<file path="src/rtl/register_file_sb_if.sv">
// Decode/writeback-facing bus of register_file_sb.
// The master modport is the pipeline side: it drives read and reservation
// requests and writebacks. The slave modport is the register file itself.
//   rd_/rs_regno_i, rd_/rs_data_o, rd_/rs_busy_o : two combinational read ports
//   rsv_i, rsv_regno_i, rsv_ack_o                 : pending-write reservation
//   wb_i, wb_regno_i, wb_data_i                   : writeback port
//   flush_i                                       : drop every pending count
//   pending_any_o, err_o                          : status (err_o is sticky)
interface register_file_sb_if #(
  parameter int LEN_REG   = 32,
  parameter int LEN_REGNO = 4
);
  logic [LEN_REGNO-1:0] rd_regno_i;
  logic [LEN_REGNO-1:0] rs_regno_i;
  logic [LEN_REG-1:0]   rd_data_o;
  logic [LEN_REG-1:0]   rs_data_o;
  logic                 rd_busy_o;
  logic                 rs_busy_o;
  logic                 rsv_i;
  logic [LEN_REGNO-1:0] rsv_regno_i;
  logic                 rsv_ack_o;
  logic                 wb_i;
  logic [LEN_REGNO-1:0] wb_regno_i;
  logic [LEN_REG-1:0]   wb_data_i;
  logic                 flush_i;
  logic                 pending_any_o;
  logic                 err_o;

  modport master (
    output rd_regno_i, rs_regno_i, rsv_i, rsv_regno_i,
           wb_i, wb_regno_i, wb_data_i, flush_i,
    input  rd_data_o, rs_data_o, rd_busy_o, rs_busy_o,
           rsv_ack_o, pending_any_o, err_o
  );

  modport slave (
    input  rd_regno_i, rs_regno_i, rsv_i, rsv_regno_i,
           wb_i, wb_regno_i, wb_data_i, flush_i,
    output rd_data_o, rs_data_o, rd_busy_o, rs_busy_o,
           rsv_ack_o, pending_any_o, err_o
  );
endinterface

</file>
<file path="src/rtl/register_file_sb.sv">
// General-register file with a per-register pending-write scoreboard.
// Each register keeps a saturating count of outstanding writes: decode
// reserves a register when it issues a writer, and writeback releases
// one reservation. Reads and busy flags are combinational, with an
// optional same-cycle writeback bypass.
// Ports:
//   clk  : clock, rising edge
//   rst  : synchronous active-high reset (registers, counters, err_o)
//   bus  : register_file_sb_if slave modport (read ports, reservation,
//          writeback, flush, status)
module register_file_sb #(
  parameter int LEN_REG   = 32,
  parameter int LEN_REGNO = 4,
  parameter int LEN_PEND  = 2,
  parameter int BYPASS    = 1,
  parameter int ZERO_REG0 = 0
) (
  input  logic               clk,
  input  logic               rst,
  register_file_sb_if.slave  bus
);
  localparam int NREG = 2 ** LEN_REGNO;
  localparam logic [LEN_PEND-1:0] CNT_MAX = '1;
  localparam logic [LEN_PEND-1:0] CNT_ONE = LEN_PEND'(1);

  logic [LEN_REG-1:0]  r_regs [NREG];
  logic [LEN_PEND-1:0] r_cnt  [NREG];
  logic                r_err;

  logic [NREG-1:0] w_rsv_hit;
  logic [NREG-1:0] w_wb_hit;
  logic [NREG-1:0] w_nz;

  // A hard-wired r0 takes no part in counting or data storage.
  logic w_rsv_r0, w_wb_r0;
  logic w_rsv_cnt, w_wb_cnt, w_same;
  logic w_err_set;

  assign w_rsv_r0  = (ZERO_REG0 != 0) && (bus.rsv_regno_i == '0);
  assign w_wb_r0   = (ZERO_REG0 != 0) && (bus.wb_regno_i == '0);
  assign w_rsv_cnt = bus.rsv_i && !w_rsv_r0;
  assign w_wb_cnt  = bus.wb_i && !w_wb_r0;
  // Reserve and release of the same register cancel out.
  assign w_same    = w_rsv_cnt && w_wb_cnt && (bus.rsv_regno_i == bus.wb_regno_i);

  genvar gi;
  generate
    for (gi = 0; gi < NREG; gi++) begin : g_reg
      assign w_rsv_hit[gi] = w_rsv_cnt && (bus.rsv_regno_i == LEN_REGNO'(gi));
      assign w_wb_hit[gi]  = w_wb_cnt && (bus.wb_regno_i == LEN_REGNO'(gi));
      assign w_nz[gi]      = (r_cnt[gi] != '0);

      // Data is written on every valid writeback, flush or not.
      always_ff @(posedge clk) begin
        if (rst) begin
          r_regs[gi] <= '0;
        end else if (w_wb_hit[gi]) begin
          r_regs[gi] <= bus.wb_data_i;
        end
      end

      // Counter saturates at CNT_MAX and floors at zero.
      always_ff @(posedge clk) begin
        if (rst || bus.flush_i) begin
          r_cnt[gi] <= '0;
        end else if (w_rsv_hit[gi] && w_wb_hit[gi]) begin
          r_cnt[gi] <= r_cnt[gi];
        end else if (w_rsv_hit[gi] && (r_cnt[gi] != CNT_MAX)) begin
          r_cnt[gi] <= r_cnt[gi] + CNT_ONE;
        end else if (w_wb_hit[gi] && (r_cnt[gi] != '0)) begin
          r_cnt[gi] <= r_cnt[gi] - CNT_ONE;
        end
      end
    end
  endgenerate

  // Writeback with nothing outstanding is a pipeline bookkeeping error.
  // A flush discards the count, so no error is raised during it.
  assign w_err_set = w_wb_cnt && !bus.flush_i && !w_same &&
                     (r_cnt[bus.wb_regno_i] == '0);

  always_ff @(posedge clk) begin
    if (rst) begin
      r_err <= 1'b0;
    end else if (w_err_set) begin
      r_err <= 1'b1;
    end
  end

  // During flush the request is acknowledged so decode proceeds,
  // but the reservation itself is dropped.
  assign bus.rsv_ack_o = bus.rsv_i &&
                         (bus.flush_i || w_rsv_r0 || w_same ||
                          (r_cnt[bus.rsv_regno_i] != CNT_MAX));

  // Read port A
  logic w_rd_byp, w_rd_rsv;
  assign w_rd_byp = (BYPASS != 0) && w_wb_cnt && (bus.wb_regno_i == bus.rd_regno_i);
  assign w_rd_rsv = w_rsv_cnt && (bus.rsv_regno_i == bus.rd_regno_i);
  assign bus.rd_data_o = ((ZERO_REG0 != 0) && (bus.rd_regno_i == '0)) ? '0 :
                         w_rd_byp ? bus.wb_data_i : r_regs[bus.rd_regno_i];
  // The last outstanding write retiring this cycle frees the register now.
  assign bus.rd_busy_o = w_nz[bus.rd_regno_i] &&
                         !(w_rd_byp && (r_cnt[bus.rd_regno_i] == CNT_ONE) && !w_rd_rsv);

  // Read port B
  logic w_rs_byp, w_rs_rsv;
  assign w_rs_byp = (BYPASS != 0) && w_wb_cnt && (bus.wb_regno_i == bus.rs_regno_i);
  assign w_rs_rsv = w_rsv_cnt && (bus.rsv_regno_i == bus.rs_regno_i);
  assign bus.rs_data_o = ((ZERO_REG0 != 0) && (bus.rs_regno_i == '0)) ? '0 :
                         w_rs_byp ? bus.wb_data_i : r_regs[bus.rs_regno_i];
  assign bus.rs_busy_o = w_nz[bus.rs_regno_i] &&
                         !(w_rs_byp && (r_cnt[bus.rs_regno_i] == CNT_ONE) && !w_rs_rsv);

  assign bus.pending_any_o = |w_nz;
  assign bus.err_o         = r_err;
endmodule

</file>
<file path="src/flat_wrapper.sv">
// flat-port wrapper written by rule: the top's interface ports become plain ports
module register_file_sb_flat 
#(
  parameter int LEN_REG   = 32,
  parameter int LEN_REGNO = 4,
  parameter int LEN_PEND  = 2,
  parameter int BYPASS    = 1,
  parameter int ZERO_REG0 = 0
)
  (clk, rst, bus_rd_regno_i, bus_rs_regno_i, bus_rsv_i, bus_rsv_regno_i, bus_wb_i, bus_wb_regno_i, bus_wb_data_i, bus_flush_i, bus_rd_data_o, bus_rs_data_o, bus_rd_busy_o, bus_rs_busy_o, bus_rsv_ack_o, bus_pending_any_o, bus_err_o);
  register_file_sb_if #(.LEN_REG(LEN_REG), .LEN_REGNO(LEN_REGNO)) bus_i ();
  input  logic clk;
  input  logic rst;
  input wire logic [$bits(bus_i.rd_regno_i)-1:0] bus_rd_regno_i;
  input wire logic [$bits(bus_i.rs_regno_i)-1:0] bus_rs_regno_i;
  input wire logic [$bits(bus_i.rsv_i)-1:0] bus_rsv_i;
  input wire logic [$bits(bus_i.rsv_regno_i)-1:0] bus_rsv_regno_i;
  input wire logic [$bits(bus_i.wb_i)-1:0] bus_wb_i;
  input wire logic [$bits(bus_i.wb_regno_i)-1:0] bus_wb_regno_i;
  input wire logic [$bits(bus_i.wb_data_i)-1:0] bus_wb_data_i;
  input wire logic [$bits(bus_i.flush_i)-1:0] bus_flush_i;
  output wire logic [$bits(bus_i.rd_data_o)-1:0] bus_rd_data_o;
  output wire logic [$bits(bus_i.rs_data_o)-1:0] bus_rs_data_o;
  output wire logic [$bits(bus_i.rd_busy_o)-1:0] bus_rd_busy_o;
  output wire logic [$bits(bus_i.rs_busy_o)-1:0] bus_rs_busy_o;
  output wire logic [$bits(bus_i.rsv_ack_o)-1:0] bus_rsv_ack_o;
  output wire logic [$bits(bus_i.pending_any_o)-1:0] bus_pending_any_o;
  output wire logic [$bits(bus_i.err_o)-1:0] bus_err_o;
  assign bus_i.rd_regno_i = bus_rd_regno_i;
  assign bus_i.rs_regno_i = bus_rs_regno_i;
  assign bus_i.rsv_i = bus_rsv_i;
  assign bus_i.rsv_regno_i = bus_rsv_regno_i;
  assign bus_i.wb_i = bus_wb_i;
  assign bus_i.wb_regno_i = bus_wb_regno_i;
  assign bus_i.wb_data_i = bus_wb_data_i;
  assign bus_i.flush_i = bus_flush_i;
  assign bus_rd_data_o = bus_i.rd_data_o;
  assign bus_rs_data_o = bus_i.rs_data_o;
  assign bus_rd_busy_o = bus_i.rd_busy_o;
  assign bus_rs_busy_o = bus_i.rs_busy_o;
  assign bus_rsv_ack_o = bus_i.rsv_ack_o;
  assign bus_pending_any_o = bus_i.pending_any_o;
  assign bus_err_o = bus_i.err_o;
  register_file_sb #(.LEN_REG(LEN_REG), .LEN_REGNO(LEN_REGNO), .LEN_PEND(LEN_PEND), .BYPASS(BYPASS), .ZERO_REG0(ZERO_REG0)) u_core (.clk(clk), .rst(rst), .bus(bus_i));
endmodule
</file>
<file path="config.mk">
export PLATFORM = sky130hd
export DESIGN_NAME = register_file_sb_flat
export DESIGN_NICKNAME = d
export VERILOG_FILES = /design/src/rtl/register_file_sb_if.sv /design/src/rtl/register_file_sb.sv /design/src/flat_wrapper.sv
export SDC_FILE = /design/constraint.sdc
export NUM_CORES = 1
export LEC_CHECK = 0
export BUFFER_PORTS_ARGS = -buffer_cell sky130_fd_sc_hd__buf_2
export CAP_MARGIN = 20
export CORE_ASPECT_RATIO = 1.25
export CORE_MARGIN = 2
export CORE_UTILIZATION = 55
export CTS_BUF_LIST = sky130_fd_sc_hd__clkbuf_2 sky130_fd_sc_hd__clkbuf_4 sky130_fd_sc_hd__clkbuf_8
export DETAILED_ROUTE_END_ITERATION = 10
export GPL_ROUTABILITY_DRIVEN = 0
export MAX_ROUTING_LAYER = met4
export PLACE_DENSITY = 0.81
export SLEW_MARGIN = 20
export SYNTH_ARGS = -nofsm -noshare
export SYNTH_HDL_FRONTEND = slang
export SYNTH_SLANG_ARGS = --single-unit
</file>
<file path="constraint.sdc">
create_clock -name clk -period 5.6 [get_ports clk]
set_input_delay 1.12 -clock clk [delete_from_list [all_inputs] [get_ports clk]]
set_output_delay 1.12 -clock clk [all_outputs]
set_load 0.02 [all_outputs]
</file>
==> impl_metrics.py <==
metrics = {
    "floorplan": {
        "ios": 122,
        "die_h_um": 271,
        "die_w_um": 217,
        "rows": 97,
        "dieArea_mm2": 0.0589,
        "core-area_mm2": 0.0562,
        "start_util_pct": 55.7,
    },
    "worst_hold_path": {
        "hold-path-endpoint": "u_core.r_cnt[4][0]",
        "hp-start": "u_core.r_cnt[4][0]",
        "worstHoldPathCells": 1,
        "min-delay-path-class": "register to register",
    },
    "global_route": {
        "grt_use_total_pct": 32.7,
        "grt.busiest_layer": "met2",
        "antenna_found_initial": 6,
        "grt_use_met1_pct": 37.1,
        "overflow": 0,
        "grt_pass1_wl_mm": 136,
        "use_met3_pct": 7.33,
        "met2_usage_pct": 53.4,
        "grt_max_degree": 132,
        "grt_pass1_vias": 22500,
    },
    "power": {
        "leakage_nw": 12.1,
        "p_per_area_mw_per_mm2": 285,
        "peakVddDrop_mv": 0.187,
        "power_mw": 9.80,
    },
    "drt": {
        "dr.pass1.iters": 7,
        "drtIter0Drc": 3117,
        "drc_errors": 0,
        "drt_wl_total_mm": 92.2,
        "ant_nets": 0,
        "viasPerCell": 6.92,
        "wire_per_inst_um": 29.9,
        "via_count": 21300,
    },
    "logic_synthesis": {
        "synth_cell_types": 54,
        "netlist_area_mm2": 0.0313,
        "ys_seq_elements": 545,
        "syn_inst": 2229,
        "ys.flop_type": "edfxtp_1",
        "async_flop_share_pct": 0,
        "avgSynthCellArea_um2": 14.1,
        "syn-num-nets": 2312,
        "ys_seq_area_share_pct": 52.2,
        "synth_warnings": 0,
        "synth-edff-count": 544,
    },
    "sta": {
        "tightestPinTransition_ps": 1220,
        "slew_headroom_pct": 18.7,
        "rsz0062_at_grt": "false",
        "finalCriticalPeriod_ps": 4810,
        "setup_tns_ps": 0,
        "final-max-slew-violation-count": 0,
        "finalHoldViolCount": 0,
        "finalWorstSetupSlack_ps": 794,
        "skew_ps": 10.4,
        "hold_ws_ps": 636,
        "fmax_ghz": 0.208,
        "finalSetupViolCount": 0,
        "fin_crit_sh_pct": 85.8,
    },
    "critical_path": {
        "r2r_end": "u_core.bus.err_o",
        "worstRegToRegCells": 5,
        "r2r_slack_ps": 3590,
        "critical_path_arrival_ps": 3690,
        "endpoint_kind": "output port",
        "critPathKind": "input port to output port",
        "worstPathMaxFanout": 52,
        "critPathLaunchType": "input port",
        "required_ps": 4480,
        "r2r_start": "u_core.r_cnt[7][0]",
    },
    "place": {
        "post-place-ws_ps": 836,
        "io_buffers": 121,
        "dp_hpwl_mm": 54.5,
    },
    "cts": {
        "cts_buffer_depth": 3,
        "cts_resized": 0,
        "clkTransAtPathRegs_ps": 70,
        "cts_tree": "done",
        "cts_sinks": 545,
        "cts_setup_buffers": 0,
        "ctsHoldBuffers": 0,
        "clockRootBuffer": "clkbuf_8",
        "cts_buffers": 85,
        "htreeDepth": 3,
        "worstSkewPairLatency_ps": 710,
    },
    "layout": {
        "final_util_pct": 61.1,
        "final_cell_mix": "edfxtp_1 (544), and2_1 (517), mux4_2 (273)",
        "syn2layout_area_growth_pct": 9.72,
        "final_nets": 2357,
        "layout_commonest_cell": "edfxtp_1",
        "drive_gt1_share_pct": 26.5,
    },
    "status": {
        "status": "finished clean",
    },
    "run": {
        "cap_violations": 0,
    },
}
cells in the mapped netlist, types with 33 or more instances:
cell type	count	area share [%]
edfxtp_1	544	52
mux4_2	273	20
and2_1	517	10
nor2_1	68	0.82
nor3_1	35	0.56
clkbuf_1	125	1.5
nand2_1	114	1.4
mux2i_1	111	3.5
buf_2	55	0.88
a22oi_1	33	0.79
o21a_1	64	1.5
cell type report:
cell class / count / area [µm²]
Antenna cell: 7 / 17.5
Clock buffer: 111 / 1380
Clock inverter: 32 / 282
Fill cell: 4096 / 21800
Inverter: 32 / 121
Multi-Input combinational cell: 1442 / 14100
Sequential cell: 545 / 16400
Tap cell: 742 / 928
Timing Repair Buffer: 168 / 1160
layer usage:
metal,up-vias,share of wire [%]
li1,8590,-
met1,10700,33
met2,1625,50
met3,377,11
met4,0,6.0
met5,-,0
report_power, final:
part | internal (mW) | total [mW] | leakage, nW | switching [mW]
logic | 0.624 | 1.48 | 5.94 | 0.858
registers | 4.74 | 4.87 | 5.27 | 0.132
clock network | 1.83 | 3.45 | 0.868 | 1.62
worst max-delay path: stages:
cell and delay [ps]:
buf_6 450, xor2_1 120, nor3_1 630, a21oi_4 420
a22oi_1 560, o21a_1 190, buf_2 160
cell families after synthesis:
kind of cell	count (synthesis)	share of synthesized area, %
and+or+nand+nor	816	14.8
DFF	545	52.2
muxes	384	23.2
adders and majority gates	30	1.20
AOI/OAI and AO/OA	192	4.63
xor gates and xnor gates	20	0.559
buffers and inverters	242	3.38
worst max-delay path by stage:
stage / start / end / cells past startpoint
detailed placement: bus_rs_regno_i[1] / bus_rs_data_o[0] / 7
floorplan: bus_rs_regno_i[0] / bus_rs_busy_o / 6
global placement: bus_rs_regno_i[1] / bus_rs_data_o[0] / 7
CTS: bus_rs_regno_i[1] / bus_rs_data_o[0] / 7
finish: bus_rs_regno_i[1] / bus_rs_data_o[0] / 7
global route: bus_rs_regno_i[1] / bus_rs_data_o[14] / 7
sequential cells by signal, indices dropped and copies added (netlist names):
name              cells
u_core.bus.err_o      1
u_core.r_cnt         32
u_core.r_regs       512
through the flow:
stage	cells	instance area, µm²
after floorplan	2229	31300
after global placement	2924	32600
after detailed placement	2927	32600
after CTS	3070	34300
after global routing	3077	34400
final	3079	34400
(Power assumes the default switching activity.)
